`config.mk`:
```
export PLATFORM = sky130hd
export DESIGN_NAME = bus_err_inject
export DESIGN_NICKNAME = d
export VERILOG_FILES = /design/src/rtl/bus_err_inject_pkg.sv /design/src/rtl/bus_err_inject_track.sv /design/src/rtl/bus_err_inject.sv
export SDC_FILE = /design/constraint.sdc
export NUM_CORES = 1
export LEC_CHECK = 0
export ABC_AREA = 1
export CAP_MARGIN = 25
export CORE_UTILIZATION = 44
export DETAILED_ROUTE_END_ITERATION = 8
export PLACE_DENSITY = 0.93
export SLEW_MARGIN = 20
export SYNTH_ARGS = -nofsm -noshare
export SYNTH_HDL_FRONTEND = slang
export SYNTH_SLANG_ARGS = --single-unit
```
`constraint.sdc`:
```
create_clock -name clk_i -period 4.7 [get_ports clk_i]
set_input_delay 0.94 -clock clk_i [delete_from_list [all_inputs] [get_ports clk_i]]
set_output_delay 0.94 -clock clk_i [all_outputs]
set_load 0.01 [all_outputs]
```
`src/rtl/bus_err_inject_pkg.sv`:
```
// bus_err_inject_pkg
// Shared types and constants for the bus error injector:
//   - state_e  : campaign FSM states (IDLE / ARMED / DONE)
//   - entry_t  : per-transaction tracker entry {inject, code}
//   - LFSR seed/tap constants and a single-step helper for the optional
//     random-rate mode (BUS_ERR_INJECT_RANDOM_EN).
// The entry code field is sized to MaxErrBits so one struct serves any
// ErrBits up to that width; the top zero-extends on write and slices on read.
package bus_err_inject_pkg;

  typedef enum logic [1:0] {
    ST_IDLE  = 2'd0,
    ST_ARMED = 2'd1,
    ST_DONE  = 2'd2
  } state_e;

  localparam int unsigned MaxErrBits = 8;

  typedef struct packed {
    logic                  inject;
    logic [MaxErrBits-1:0] code;
  } entry_t;

  localparam logic [15:0] LfsrSeed = 16'hACE1;
  // Fibonacci taps 16,14,13,11 -> bit positions 15,13,12,10
  localparam logic [15:0] LfsrTaps = 16'hB400;

  function automatic logic [15:0] lfsr_step(input logic [15:0] s);
    return {s[14:0], ^(s & LfsrTaps)};
  endfunction

endpackage

```
`src/rtl/bus_err_inject_track.sv`:
```
// bus_err_inject_track
// In-order tracker for one channel: a Depth-entry FIFO of entry_t.
// Ports:
//   clk_i, rst_ni  : clock, asynchronous active-low reset
//   push_i         : request handshake on this channel
//   push_entry_i   : {inject, code} captured at request time
//   pop_i          : last beat of a response on this channel
//   full_o/empty_o : occupancy flags
//   head_o         : oldest outstanding entry (valid when !empty_o)
// A push while full is accepted only if a pop happens in the same cycle;
// otherwise it is dropped (the top flags that as a protocol error).
module bus_err_inject_track
  import bus_err_inject_pkg::*;
#(
  parameter int unsigned Depth = 4
) (
  input  logic   clk_i,
  input  logic   rst_ni,
  input  logic   push_i,
  input  entry_t push_entry_i,
  input  logic   pop_i,
  output logic   full_o,
  output logic   empty_o,
  output entry_t head_o
);

  localparam int unsigned PtrW = $clog2(Depth);

  entry_t [Depth-1:0] mem_q, mem_d;
  logic [PtrW-1:0]    wr_ptr_q, wr_ptr_d, rd_ptr_q, rd_ptr_d;
  logic [PtrW:0]      cnt_q, cnt_d;
  logic               push_ok_s, pop_ok_s;

  assign full_o  = (cnt_q == (PtrW+1)'(Depth));
  assign empty_o = (cnt_q == (PtrW+1)'(0));
  assign head_o  = mem_q[rd_ptr_q];

  // Next-state for storage, pointers and occupancy
  always_comb begin
    pop_ok_s  = pop_i && !empty_o;
    push_ok_s = push_i && (!full_o || pop_ok_s);
    mem_d     = mem_q;
    wr_ptr_d  = wr_ptr_q;
    rd_ptr_d  = rd_ptr_q;
    cnt_d     = cnt_q;
    if (push_ok_s) begin
      mem_d[wr_ptr_q] = push_entry_i;
      wr_ptr_d        = wr_ptr_q + PtrW'(1);
    end else begin
      wr_ptr_d = wr_ptr_q;
    end
    if (pop_ok_s) begin
      rd_ptr_d = rd_ptr_q + PtrW'(1);
    end else begin
      rd_ptr_d = rd_ptr_q;
    end
    case ({push_ok_s, pop_ok_s})
      2'b10:   cnt_d = cnt_q + (PtrW+1)'(1);
      2'b01:   cnt_d = cnt_q - (PtrW+1)'(1);
      default: cnt_d = cnt_q;
    endcase
  end

  // Tracker state registers
  always_ff @(posedge clk_i or negedge rst_ni) begin
    if (!rst_ni) begin
      mem_q    <= '0;
      wr_ptr_q <= PtrW'(0);
      rd_ptr_q <= PtrW'(0);
      cnt_q    <= (PtrW+1)'(0);
    end else begin
      mem_q    <= mem_d;
      wr_ptr_q <= wr_ptr_d;
      rd_ptr_q <= rd_ptr_d;
      cnt_q    <= cnt_d;
    end
  end

endmodule

```
`src/rtl/bus_err_inject.sv`:
```
// bus_err_inject
// Response-side fault injector. Request handshakes inside the configured
// address window are tagged (while ARMED) in per-channel in-order trackers;
// when a tagged transaction's response arrives, every beat of it carries
// cfg_err_code (latched at request time) instead of the upstream code.
// Ports:
//   clk_i, rst_ni              : clock, asynchronous active-low reset
//   req_hs_valid_i/req_addr_i  : request handshake (one-hot) and address
//   req_stall_o                : per-channel tracker full
//   rsp_hs_valid_i/rsp_burst_last_i/rsp_err_i : response handshake
//   rsp_err_o                  : forwarded error code (combinational)
//   cfg_*                      : match window, code, count (0=unlimited), rate
//   arm_i/disarm_i             : campaign control pulses (disarm wins)
//   armed_o/done_o             : FSM state decode
//   proto_err_o                : sticky protocol violation (cleared by arm_i)
// Optional macro BUS_ERR_INJECT_RANDOM_EN adds a 16-bit LFSR gate: a
// matching request is tagged only when lfsr[7:0] < cfg_rate_i.
module bus_err_inject
  import bus_err_inject_pkg::*;
#(
  parameter int unsigned AddrWidth      = 48,
  parameter int unsigned ErrBits        = 3,
  parameter int unsigned NumOutstanding = 4,
  parameter int unsigned NumChannels    = 1,
  parameter int unsigned CntWidth       = 16
) (
  input  logic                   clk_i,
  input  logic                   rst_ni,
  input  logic [NumChannels-1:0] req_hs_valid_i,
  input  logic [AddrWidth-1:0]   req_addr_i,
  output logic [NumChannels-1:0] req_stall_o,
  input  logic [NumChannels-1:0] rsp_hs_valid_i,
  input  logic [NumChannels-1:0] rsp_burst_last_i,
  input  logic [ErrBits-1:0]     rsp_err_i,
  output logic [ErrBits-1:0]     rsp_err_o,
  input  logic [AddrWidth-1:0]   cfg_addr_base_i,
  input  logic [AddrWidth-1:0]   cfg_addr_mask_i,
  input  logic [ErrBits-1:0]     cfg_err_code_i,
  input  logic [CntWidth-1:0]    cfg_count_i,
  input  logic [7:0]             cfg_rate_i,
  input  logic                   arm_i,
  input  logic                   disarm_i,
  output logic                   armed_o,
  output logic                   done_o,
  output logic                   proto_err_o
);

  state_e                state_q, state_d;
  logic [CntWidth-1:0]   remaining_q, remaining_d;
  logic                  proto_q, proto_d;

  logic [NumChannels-1:0] req_sel_s, rsp_sel_s, pop_vec_s, full_vec_s, empty_vec_s;
  entry_t                 head_vec_s [NumChannels];
  entry_t                 rsp_head_s, push_entry_s;
  logic req_any_s, rsp_any_s, req_multi_s, rsp_multi_s;
  logic match_s, rate_ok_s, tag_s, drop_s, tag_acc_s, rsp_empty_s, violation_s;

  // Isolate the lowest set valid bit; extra bits are a protocol violation.
  assign req_sel_s   = req_hs_valid_i & (~req_hs_valid_i + NumChannels'(1));
  assign rsp_sel_s   = rsp_hs_valid_i & (~rsp_hs_valid_i + NumChannels'(1));
  assign req_any_s   = |req_hs_valid_i;
  assign rsp_any_s   = |rsp_hs_valid_i;
  assign req_multi_s = (req_hs_valid_i & (req_hs_valid_i - NumChannels'(1))) != {NumChannels{1'b0}};
  assign rsp_multi_s = (rsp_hs_valid_i & (rsp_hs_valid_i - NumChannels'(1))) != {NumChannels{1'b0}};
  assign pop_vec_s   = rsp_sel_s & rsp_burst_last_i;

  assign match_s = ((req_addr_i ^ cfg_addr_base_i) & cfg_addr_mask_i) == {AddrWidth{1'b0}};

`ifdef BUS_ERR_INJECT_RANDOM_EN
  logic [15:0] lfsr_q, lfsr_d;

  // LFSR advances once per request handshake
  always_comb begin
    if (req_any_s) begin
      lfsr_d = lfsr_step(lfsr_q);
    end else begin
      lfsr_d = lfsr_q;
    end
  end

  // LFSR register; seed is non-zero so the sequence never locks up
  always_ff @(posedge clk_i or negedge rst_ni) begin
    if (!rst_ni) begin
      lfsr_q <= LfsrSeed;
    end else begin
      lfsr_q <= lfsr_d;
    end
  end

  assign rate_ok_s = (lfsr_q[7:0] < cfg_rate_i);
`else
  logic unused_rate_s;
  assign unused_rate_s = ^cfg_rate_i;
  assign rate_ok_s     = 1'b1;
`endif

  assign tag_s     = req_any_s && match_s && (state_q == ST_ARMED) && rate_ok_s;
  // A push to a full tracker is only dropped when no pop frees a slot
  assign drop_s    = |(req_sel_s & full_vec_s & ~pop_vec_s);
  assign tag_acc_s = tag_s && !drop_s;

  assign push_entry_s = '{inject: tag_s, code: MaxErrBits'(cfg_err_code_i)};

  for (genvar g = 0; g < NumChannels; g++) begin : g_track
    bus_err_inject_track #(
      .Depth(NumOutstanding)
    ) u_track (
      .clk_i       (clk_i),
      .rst_ni      (rst_ni),
      .push_i      (req_sel_s[g]),
      .push_entry_i(push_entry_s),
      .pop_i       (pop_vec_s[g]),
      .full_o      (full_vec_s[g]),
      .empty_o     (empty_vec_s[g]),
      .head_o      (head_vec_s[g])
    );
  end

  // Head of the tracker belonging to the active response channel
  always_comb begin
    rsp_head_s = '0;
    for (int c = 0; c < NumChannels; c++) begin
      rsp_head_s = rsp_head_s | (head_vec_s[c] & {($bits(entry_t)){rsp_sel_s[c]}});
    end
  end

  assign rsp_empty_s = |(rsp_sel_s & empty_vec_s);

  logic unused_head_s;
  assign unused_head_s = ^rsp_head_s.code;

  // Zero-latency override: tagged head replaces the code on every beat
  always_comb begin
    if (rsp_any_s && !rsp_empty_s && rsp_head_s.inject) begin
      rsp_err_o = rsp_head_s.code[ErrBits-1:0];
    end else begin
      rsp_err_o = rsp_err_i;
    end
  end

  // Campaign FSM and remaining-injection counter
  always_comb begin
    state_d     = state_q;
    remaining_d = remaining_q;
    if (disarm_i) begin
      state_d = ST_IDLE;
    end else begin
      case (state_q)
        ST_IDLE, ST_DONE: begin
          if (arm_i) begin
            state_d     = ST_ARMED;
            remaining_d = cfg_count_i;
          end else begin
            state_d = state_q;
          end
        end
        ST_ARMED: begin
          if (tag_acc_s && (cfg_count_i != {CntWidth{1'b0}}) &&
              (remaining_q != {CntWidth{1'b0}})) begin
            remaining_d = remaining_q - CntWidth'(1);
            if (remaining_q == CntWidth'(1)) begin
              state_d = ST_DONE;
            end else begin
              state_d = ST_ARMED;
            end
          end else begin
            state_d = ST_ARMED;
          end
        end
        default: state_d = ST_IDLE;
      endcase
    end
  end

  assign violation_s = req_multi_s || rsp_multi_s || drop_s || (rsp_any_s && rsp_empty_s);

  // Sticky protocol flag: arm clears it, a same-cycle violation still sets it
  always_comb begin
    proto_d = proto_q;
    if (arm_i) begin
      proto_d = 1'b0;
    end else begin
      proto_d = proto_q;
    end
    if (violation_s) begin
      proto_d = 1'b1;
    end else begin
      proto_d = proto_d;
    end
  end

  // Control registers
  always_ff @(posedge clk_i or negedge rst_ni) begin
    if (!rst_ni) begin
      state_q     <= ST_IDLE;
      remaining_q <= CntWidth'(0);
      proto_q     <= 1'b0;
    end else begin
      state_q     <= state_d;
      remaining_q <= remaining_d;
      proto_q     <= proto_d;
    end
  end

  assign armed_o     = (state_q == ST_ARMED);
  assign done_o      = (state_q == ST_DONE);
  assign proto_err_o = proto_q;
  assign req_stall_o = full_vec_s;

endmodule

```
Yosys cells after proc, flatten, opt, wreduce, memory -nomap -nowiden
Cells that the tools add are included.

Register bits after elaboration: 62. Input port bits: 181.

$add $sub $neg: 9. $lt $le $gt $ge: 3. Equal/unequal tests: 9. Muxes and demuxes: 17. Bitwise logic cells: 15. Reductions and logical operators: 29.

Operators with widths (number): $and A48 B48 Y48 (1); $logic_not A48 Y1 (1); $xor A48 B48 Y48 (1); $bwmux W36 (1); $mux W16 (2); $pmux W16 S2 (1); $reduce_bool A16 Y1 (2); $bmux W9 S2 (1); $demux W9 S2 (1); $mux W9 (2); $eq A16 B1 Y1 const B (1); $sub A16 B1 Y16 const B (1); $logic_and A1 B1 Y1 (11); $and A9 B9 Y9 (1); $and A1 B1 Y1 (8); $mux W2 (4); $lt A2 B3 Y1 const B (2); $pmux W3 S2 (1); $reduce_bool A2 Y1 (3); $add A2 B1 Y2 const B (2); $eq A2 B1 Y1 const B (2); $eq A2 B2 Y1 const B (2); $logic_not A1 Y1 (4); $logic_or A1 B1 Y1 (4); other kinds (17) (23).

Logic depth before layout (Yosys ltp)
Gate-level depths: netlist of the first run.

Depth after elaboration: 13. Mapped depth: 15. Mapped depth without buffers: 14.

By module
Synthesis of the first run repeated with hierarchy kept, for this count alone.

Cell total of the unflattened synthesis: 724. Area, all modules: 4615.7 um^2.

Modules (own cells, without submodules): bus_err_inject (instances 1, cells an instance 497, area each 2597.5 um^2, seq. area each 475.5 um^2); bus_err_inject_track (instances 1, cells an instance 227, area each 2018.2 um^2, seq. area each 1076.0 um^2).

Worst setup path before layout of the first run
Ideal clock, no wire load.

Path type: input port to output port. Start: in rsp_hs_valid_i. End: out rsp_err_o[0]. Data arrival time: 1.542 ns. Slack: 2.218 ns. Stages on the path: 4. Buffers on the path: 0. Cell sequence: inv_1 -> nor2_4 -> nand3_1 -> mux2_2.

Longest elaborated chain between the ends: 8. Elaborated cells between the ends (all ways): 9. Classes of those cells: add/sub: 1; mux: 1; bitwise: 4; reduce/logical: 3.

RTL lines: start: declaration (line bus_err_inject.sv:32) `input logic [NumChannels-1:0] rsp_hs_valid_i,`; $not A1 Y1 (line bus_err_inject.sv:60) `assign rsp_sel_s = rsp_hs_valid_i & (~rsp_hs_valid_i + NumChannels'(1));`; $add A1 B1 Y1 (line bus_err_inject.sv:60); $and A1 B1 Y1 (line bus_err_inject.sv:60); $and A1 B1 Y1 (line bus_err_inject.sv:127) `assign rsp_empty_s = |(rsp_sel_s & empty_vec_s);`; $logic_not A1 Y1 (line bus_err_inject.sv:134) `if (rsp_any_s && !rsp_empty_s && rsp_head_s.inject) begin`; $logic_and A1 B1 Y1 (2 in series) (line bus_err_inject.sv:134); $mux W3 (*) (line bus_err_inject.sv:134); end: declaration (line bus_err_inject.sv:35) `output logic [ErrBits-1:0] rsp_err_o,`.

Mark *: on every way between the ends. The rest lies on a longest branch, timed or not.

Worst setup path after layout of the first run
Start: in rsp_hs_valid_i. End: out rsp_err_o[2].

Same word-level chain as after synthesis.

==> results.yml, run 1 <==
route:
  drt_iter0_drc: 224
  via_per_inst: 5.09
  wire_per_inst_um: 13.5
  postRouteAntennaNets: 0
  via_count: 4616
  dr.pass1.iters: 5
  finalWirelength_mm: 12.2
  drcViolationCount: 0
setup_path:
  critPathTopFamily: "buffers and inverters"
  crit_buf_inv: 3
  r2r-start: "state_q[1]"
  crit_fanout: 3
  worst-endpoint-required_ns: 3.76
  crit_chain: "clkdlybuf4s50_1 -> inv_1 -> nor2_4 -> nand3_1 -> mux2_2 -> clkdlybuf4s50_1"
  end_kind: "output port"
  cp-start-kind: "primary input"
  worst-setup-path-type: "primary input to output port"
  worstPathArrival_ns: 2.61
  worst-r2r-cell-count: 6
  timing.critical_path.from: "rsp_hs_valid_i"
  cp_slowest_cell: "clkdlybuf4s50_1"
  critPathCapture: "rsp_err_o[2]"
  worst-path-stages: 6
  cp_slowest_stage_delay_ns: 0.53
  path_common_cell: "clkdlybuf4s50_1"
  rrSetupSlack_ns: 2.19
  reg2reg_to: "remaining_q[3]"
power_and_ir_drop:
  power.internal_uw: 949
  peakVddDrop_mv: 0.161
  power.share.sequential_pct: 36.9
  swShare_pct: 40.9
  combPwrFrac_pct: 48.1
  power_density_mw_per_mm2: 281
  clock_power_share_pct: 15.0
  power_switching_uw: 658
  leakage_nw: 2.77
  total_power_mw: 1.61
sta:
  maxSlewViolCount: 0
  relSlewSlack_pct: 39.4
  grt_setup_unrepaired: "no"
  tightest_slew_ns: 0.909
  hold_viol_final: 0
  fmax_mhz: 282
  finClkSkew_ns: 0.00785
  fin_crit_ns: 3.55
  final-setup-viol-count: 0
  fin_crit_sh_pct: 75.5
  final.setup.tns_ns: 0
final_layout:
  num-fill-cells: 677
  areaGrowthSynthToFinish_pct: 53.2
  drive_gt1_share_pct: 4.24
  n_antenna_cell: 0
  num-nets-final: 989
clock_tree:
  h-tree-depth: 2
  hold_buffers: 0
  post-cts-setup-buffers: 0
  cts-root-buf: "clkbuf_8"
  cts_resized: 0
  clkTransAtPathRegs_ns: 0.09
  clock_path_buffers: 2
  cts.sinks: 42
  cts_tree: "done"
  insertion_delay_ns: 0.30
  cts_made_buffers: 5
synthesis:
  yosys_most_used_dff: "dfrtp_1"
  synth-edff-count: 0
  synth_nets: 809
  yosysSeqAreaShare_pct: 28.1
  yosysTopAreaCell: "dfrtp_1"
  synth_common_cells: "nand2_1 (193), nor2_1 (96), inv_1 (80)"
  syn_area_mm2: 0.00374
  synth_top_area_share_pct: 28.1
  synth_area_leaders: "dfrtp_1 (28%), nand2_1 (19%), nor2_1 (9.6%), nand3_1 (8.4%), inv_1 (8.0%)"
  ys_ff_latch: 42
  synth_warnings: 0
  syn_avg_cell_area_um2: 6.03
  async_reset_ff_share_pct: 100
  yosysMostFrequentCell: "nand2_1"
  ys_types: 38
  synth_cells: 620
floorplanning:
  die_h_um: 94.2
  initial_core_util_pct: 45.5
  coreArea_mm2: 0.00822
  die_x_um: 94.2
  ios: 188
  num_rows: 33
  dieArea_mm2: 0.00887
global_routing:
  grt_pass1_wl_mm: 19.2
  overflow: 0
  grt_use_total_pct: 27.5
  grt_start_max_net_pins: 43
  grt_antenna_before_repair: 0
  grt_pass1_vias: 4475
outcome:
  status: "finished, final reports clean"
run:
  max-cap-violations: 0
placed_design:
  io_buffers: 179
  place_congestion: 0.869
  hpwl_mm: 10.1
hold_path:
  hp-class: "flop to flop"
  hp-start: "remaining_q[1]"
through the flow:
| step | util, % | area, um^2 | hold WS (ns) | instances | worst slack, ns |
|---|---|---|---|---|---|
| detailed placement | 68.4 | 5620 | 0.459 | 897 | 1.18 |
| global placement | 68.4 | 5620 | 0.456 | 897 | 1.21 |
| finish | 69.7 | 5730 | 0.482 | 906 | 1.15 |
| CTS | 69.5 | 5710 | 0.480 | 905 | 1.16 |
| global route | 69.7 | 5730 | 0.487 | 906 | 1.11 |
| floorplan | - | 3740 | 0.442 | 620 | 2.22 |
area by class of cell:
| cell class | instances | area [um^2] | area share, % |
|---|---|---|---|
| clock buffers | 5 | 68.8 | 1.20 |
| clock inverters | 3 | 21.3 | 0.371 |
| inverters | 83 | 312 | 5.44 |
| multi-input cells | 488 | 2340 | 40.8 |
| flip-flops and latches | 42 | 1050 | 18.4 |
| well taps | 105 | 131 | 2.29 |
| repair buffers | 180 | 1810 | 31.5 |
flip-flops by register name (all words and copies together), names as in the netlist:
name                      cells
g_track.u_track.rd_ptr_q      2
g_track.u_track.cnt_q         3
g_track.u_track.wr_ptr_q      2
proto_err_o                   1
remaining_q                  16
state_q                       2
g_track.u_track.mem_q        16
cells by family (layout without fill, tap and decap cells):
kind of cell	count (synthesis)	count (layout)	share of synthesized area, %
AO/OA/AOI/OAI	65	65	9.21
buffers and inverters	90	271	9.37
flip-flops	42	42	28.1
AND/OR/NAND/NOR	407	407	48.3
adder cells (fa/ha/maj)	8	8	2.88
XOR/XNOR	5	5	1.17
multiplexers	3	3	0.904
worst min path at each step:
stage | slack, ns | endpoint | depth (start not counted)
floorplan | 0.44 | remaining_q[1] | 2
CTS | 0.48 | remaining_q[1] | 2
global placement | 0.46 | remaining_q[1] | 2
detailed placement | 0.46 | remaining_q[1] | 2
global route | 0.49 | g_track[0].u_track.mem_q[29] | 1
finish | 0.48 | remaining_q[1] | 2
metal layers:
layer  global-route usage, %  routed length, um  vias to the layer above
li1                        -                  -                     2328
met1                    32.3               4870                     2049
met2                    48.0               6040                      202
met3                    6.07                914                       37
met4                    11.4                392                        0
met5                       0                  0                        -
placed cells by master (no fill, tap or decap), types with 2 or more instances in the layout:
cell type,synthesis,final
a21oi_1,11,11
clkbuf_8,0,5
clkdlybuf4s50_1,0,178
dfrtp_1,42,42
ha_1,7,7
inv_1,80,80
inv_2,3,3
mux2_2,3,3
nand2_1,193,193
nand2_2,2,2
nand2_4,3,3
nand3_1,63,63
nand3_2,3,3
nand3b_1,2,2
nand4_1,12,12
nor2_1,96,96
nor2_2,3,3
nor2_4,3,3
nor3_1,2,2
nor3_2,2,2
nor4_1,2,2
o21ai_0,44,44
o22ai_1,5,5
or2_0,5,5
or2_1,13,13
xor2_1,4,4
power by group through the flow:
stage	combinational (mW)	sequential (mW)	clock [mW]
after floorplan	0.471	0.564	0
after global placement	0.717	0.586	0
after detailed placement	0.763	0.597	0
after CTS	0.769	0.590	0.241
after global routing	0.866	0.608	0.258
final	0.773	0.593	0.240
worst reg2reg max path: stages, from the launching register on:
cell and delay (ns):
dfrtp_1 0.42, nor2_4 0.46, inv_2 0.27, a21oi_2 0.79, nand2_4 0.27, nand2_1 0.14, nand2_1 0.06
No activity file was read; power rests on OpenSTA's default activity.
==> run 2: changes to the inputs <==
--- a/config.mk
+++ b/config.mk
@@ -7,9 +7,9 @@
 export LEC_CHECK = 0
 export ABC_AREA = 1
 export CAP_MARGIN = 25
-export CORE_UTILIZATION = 44
+export CORE_UTILIZATION = 41
 export DETAILED_ROUTE_END_ITERATION = 8
-export PLACE_DENSITY = 0.93
+export PLACE_DENSITY = 0.88
 export SLEW_MARGIN = 20
 export SYNTH_ARGS = -nofsm -noshare
 export SYNTH_HDL_FRONTEND = slang
==> constraint.sdc (replaced) <==
create_clock -name clk_i -period 3.3 [get_ports clk_i]
set_input_delay 0.66 -clock clk_i [delete_from_list [all_inputs] [get_ports clk_i]]
set_output_delay 0.66 -clock clk_i [all_outputs]
set_load 0.01 [all_outputs]
==> results.yml, run 2 (same netlist as run 1, synthesis figures left out) <==
outcome:
  status: "finished, final reports clean"
route:
  drt_iter0_drc: 184
  postRouteAntennaNets: 0
  wire_per_inst_um: 12.9
  finalWirelength_mm: 11.7
  via_per_inst: 4.97
  dr.pass1.iters: 5
  drcViolationCount: 0
  via_count: 4526
final_layout:
  top_regs: "g_track.u_track.mem_q: 16 flops, remaining_q: 16 flops, g_track.u_track.cnt_q: 3 flops"
  drive_gt1_share_pct: 4.36
  num-nets-final: 990
  regArea_mm2: 0.00105
  num-fill-cells: 812
  areaGrowthSynthToFinish_pct: 53.6
  multiInputGateArea_mm2: 0.00234
  final_common_cell: "nand2_1"
  n_antenna_cell: 0
  layout_common_cells: "nand2_1 (193), clkdlybuf4s50_1 (178), nor2_1 (96), inv_1 (80), nand3_1 (63)"
clock_tree:
  insertion_delay_ns: 0.31
  cts_resized: 0
  clock_path_buffers: 2
  cts_tree: "done"
  cts-root-buf: "clkbuf_8"
  h-tree-depth: 2
  post-cts-setup-buffers: 0
  hold_buffers: 0
  clkTransAtPathRegs_ns: 0.09
  cts_made_buffers: 5
  cts.sinks: 42
sta:
  timing.hold.ws_ns: 0.213
  tightest_slew_ns: 0.574
  fin_crit_sh_pct: 89.0
  fin_crit_ns: 2.94
  final-setup-viol-count: 0
  final.setup.tns_ns: 0
  grt_setup_unrepaired: "no"
  fmax_mhz: 340
  relSlewSlack_pct: 61.8
  hold_viol_final: 0
  maxSlewViolCount: 0
  finClkSkew_ns: 0.00466
run:
  max-cap-violations: 0
power_and_ir_drop:
  clock_power_share_pct: 15.6
  power_density_mw_per_mm2: 398
  peakVddDrop_mv: 0.230
  power_switching_uw: 932
  swShare_pct: 40.7
  power.internal_mw: 1.36
  leakage_nw: 2.78
  combPwrFrac_pct: 47.5
  power.share.sequential_pct: 36.9
setup_path:
  worst-setup-path-type: "primary input to output port"
  end_kind: "output port"
  path_common_cell: "clkdlybuf4s50_1"
  cp_slowest_cell: "clkdlybuf4s50_1"
  crit_fanout: 3
  crit_chain: "clkdlybuf4s50_1 -> inv_1 -> nor2_4 -> nand3_1 -> mux2_2 -> clkdlybuf4s50_1"
  worst-endpoint-required_ns: 2.64
  worstPathArrival_ns: 2.28
  cp-start-kind: "primary input"
  cp_slowest_stage_delay_ns: 0.53
placed_design:
  io_buffers: 179
  place_congestion: 0.894
  hpwl_mm: 9.91
floorplanning:
  ios: 188
  coreArea_mm2: 0.00876
  num_rows: 34
  die_x_um: 97.5
  die_h_um: 97.5
  initial_core_util_pct: 42.6
  dieArea_mm2: 0.00950
hold_path:
  hp-class: "primary input to async pin"
global_routing:
  overflow: 0
  grt_use_met2_pct: 43.1
  grt_start_max_net_pins: 43
  use_met3_pct: 4.53
  grt_pass1_vias: 4341
  grt_pass1_wl_mm: 19.1
  gr-usage-met1_pct: 30.2
  grt_use_total_pct: 24.6
  busiest_layer: "met2"
  grt_antenna_before_repair: 0
-- run 2: cell count changes in the layout (fill, tap and decap cells not counted) --
cell      change
buf_4         +1
clkinv_2      -1
inv_6         +1
-- run 2: layout make-up --
type | count | share of cell area [%]
Tap cell | 108 | 2.35
Multi-Input combinational cell | 488 | 40.7
Sequential cell | 42 | 18.3
Clock inverter | 3 | 0.436
Clock buffer | 5 | 1.20
Timing Repair Buffer | 181 | 31.6
Inverter | 83 | 5.43
-- run 2: final timing paths --
kind,cells past startpoint,endpoint,from,slack [ns]
worst min register to register,2,remaining_q[1],remaining_q[1],0.48
worst min-delay path,1,g_track[0].u_track.mem_q[19],rst_ni,0.21
worst max-delay path,6,rsp_err_o[1],rsp_hs_valid_i,0.36
worst max register to register,11,g_track[0].u_track.cnt_q[2],g_track[0].u_track.cnt_q[0],1.06
min in group clk_i,2,remaining_q[1],remaining_q[1],0.48
max in group asynchronous,2,g_track[0].u_track.mem_q[26],rst_ni,2.63
-- run 2: per-stage QoR --
stage	area [um^2]	worst slack [ns]	total power [mW]	utilization, %	instances
6_report	5740	0.363	2.29	65.5	910
5_1_grt	5740	0.253	2.48	65.5	910
4_1_cts	5720	0.342	2.29	65.3	909
3_5_place_dp	5630	0.357	1.93	64.2	901
3_3_place_gp	5630	0.364	1.86	64.2	901
2_1_floorplan	3740	1.21	1.47	-	620
-- run 2: critical path, delay by kind of cell --
family	cells	cell delay (ns)
and+or+nand+nor	2	0.27
muxes	1	0.27
buffers and inverters	3	1.08
-- run 2: routing by layer --
layer | part of all wire (%) | vias to the layer above
met1 | 43 | 2020
li1 | - | 2331
met2 | 49 | 146
met4 | 2.9 | 0
met3 | 5.8 | 29
met5 | 0 | -
-- run 2: power groups by stage --
stage               Sequential [mW]  Clock, mW  Combinational [mW]
global route                  0.867      0.379                1.23
CTS                           0.841      0.359                1.09
global placement              0.837          0                1.03
floorplan                     0.804          0               0.671
detailed placement            0.851          0                1.08
finish                        0.843      0.358                1.09
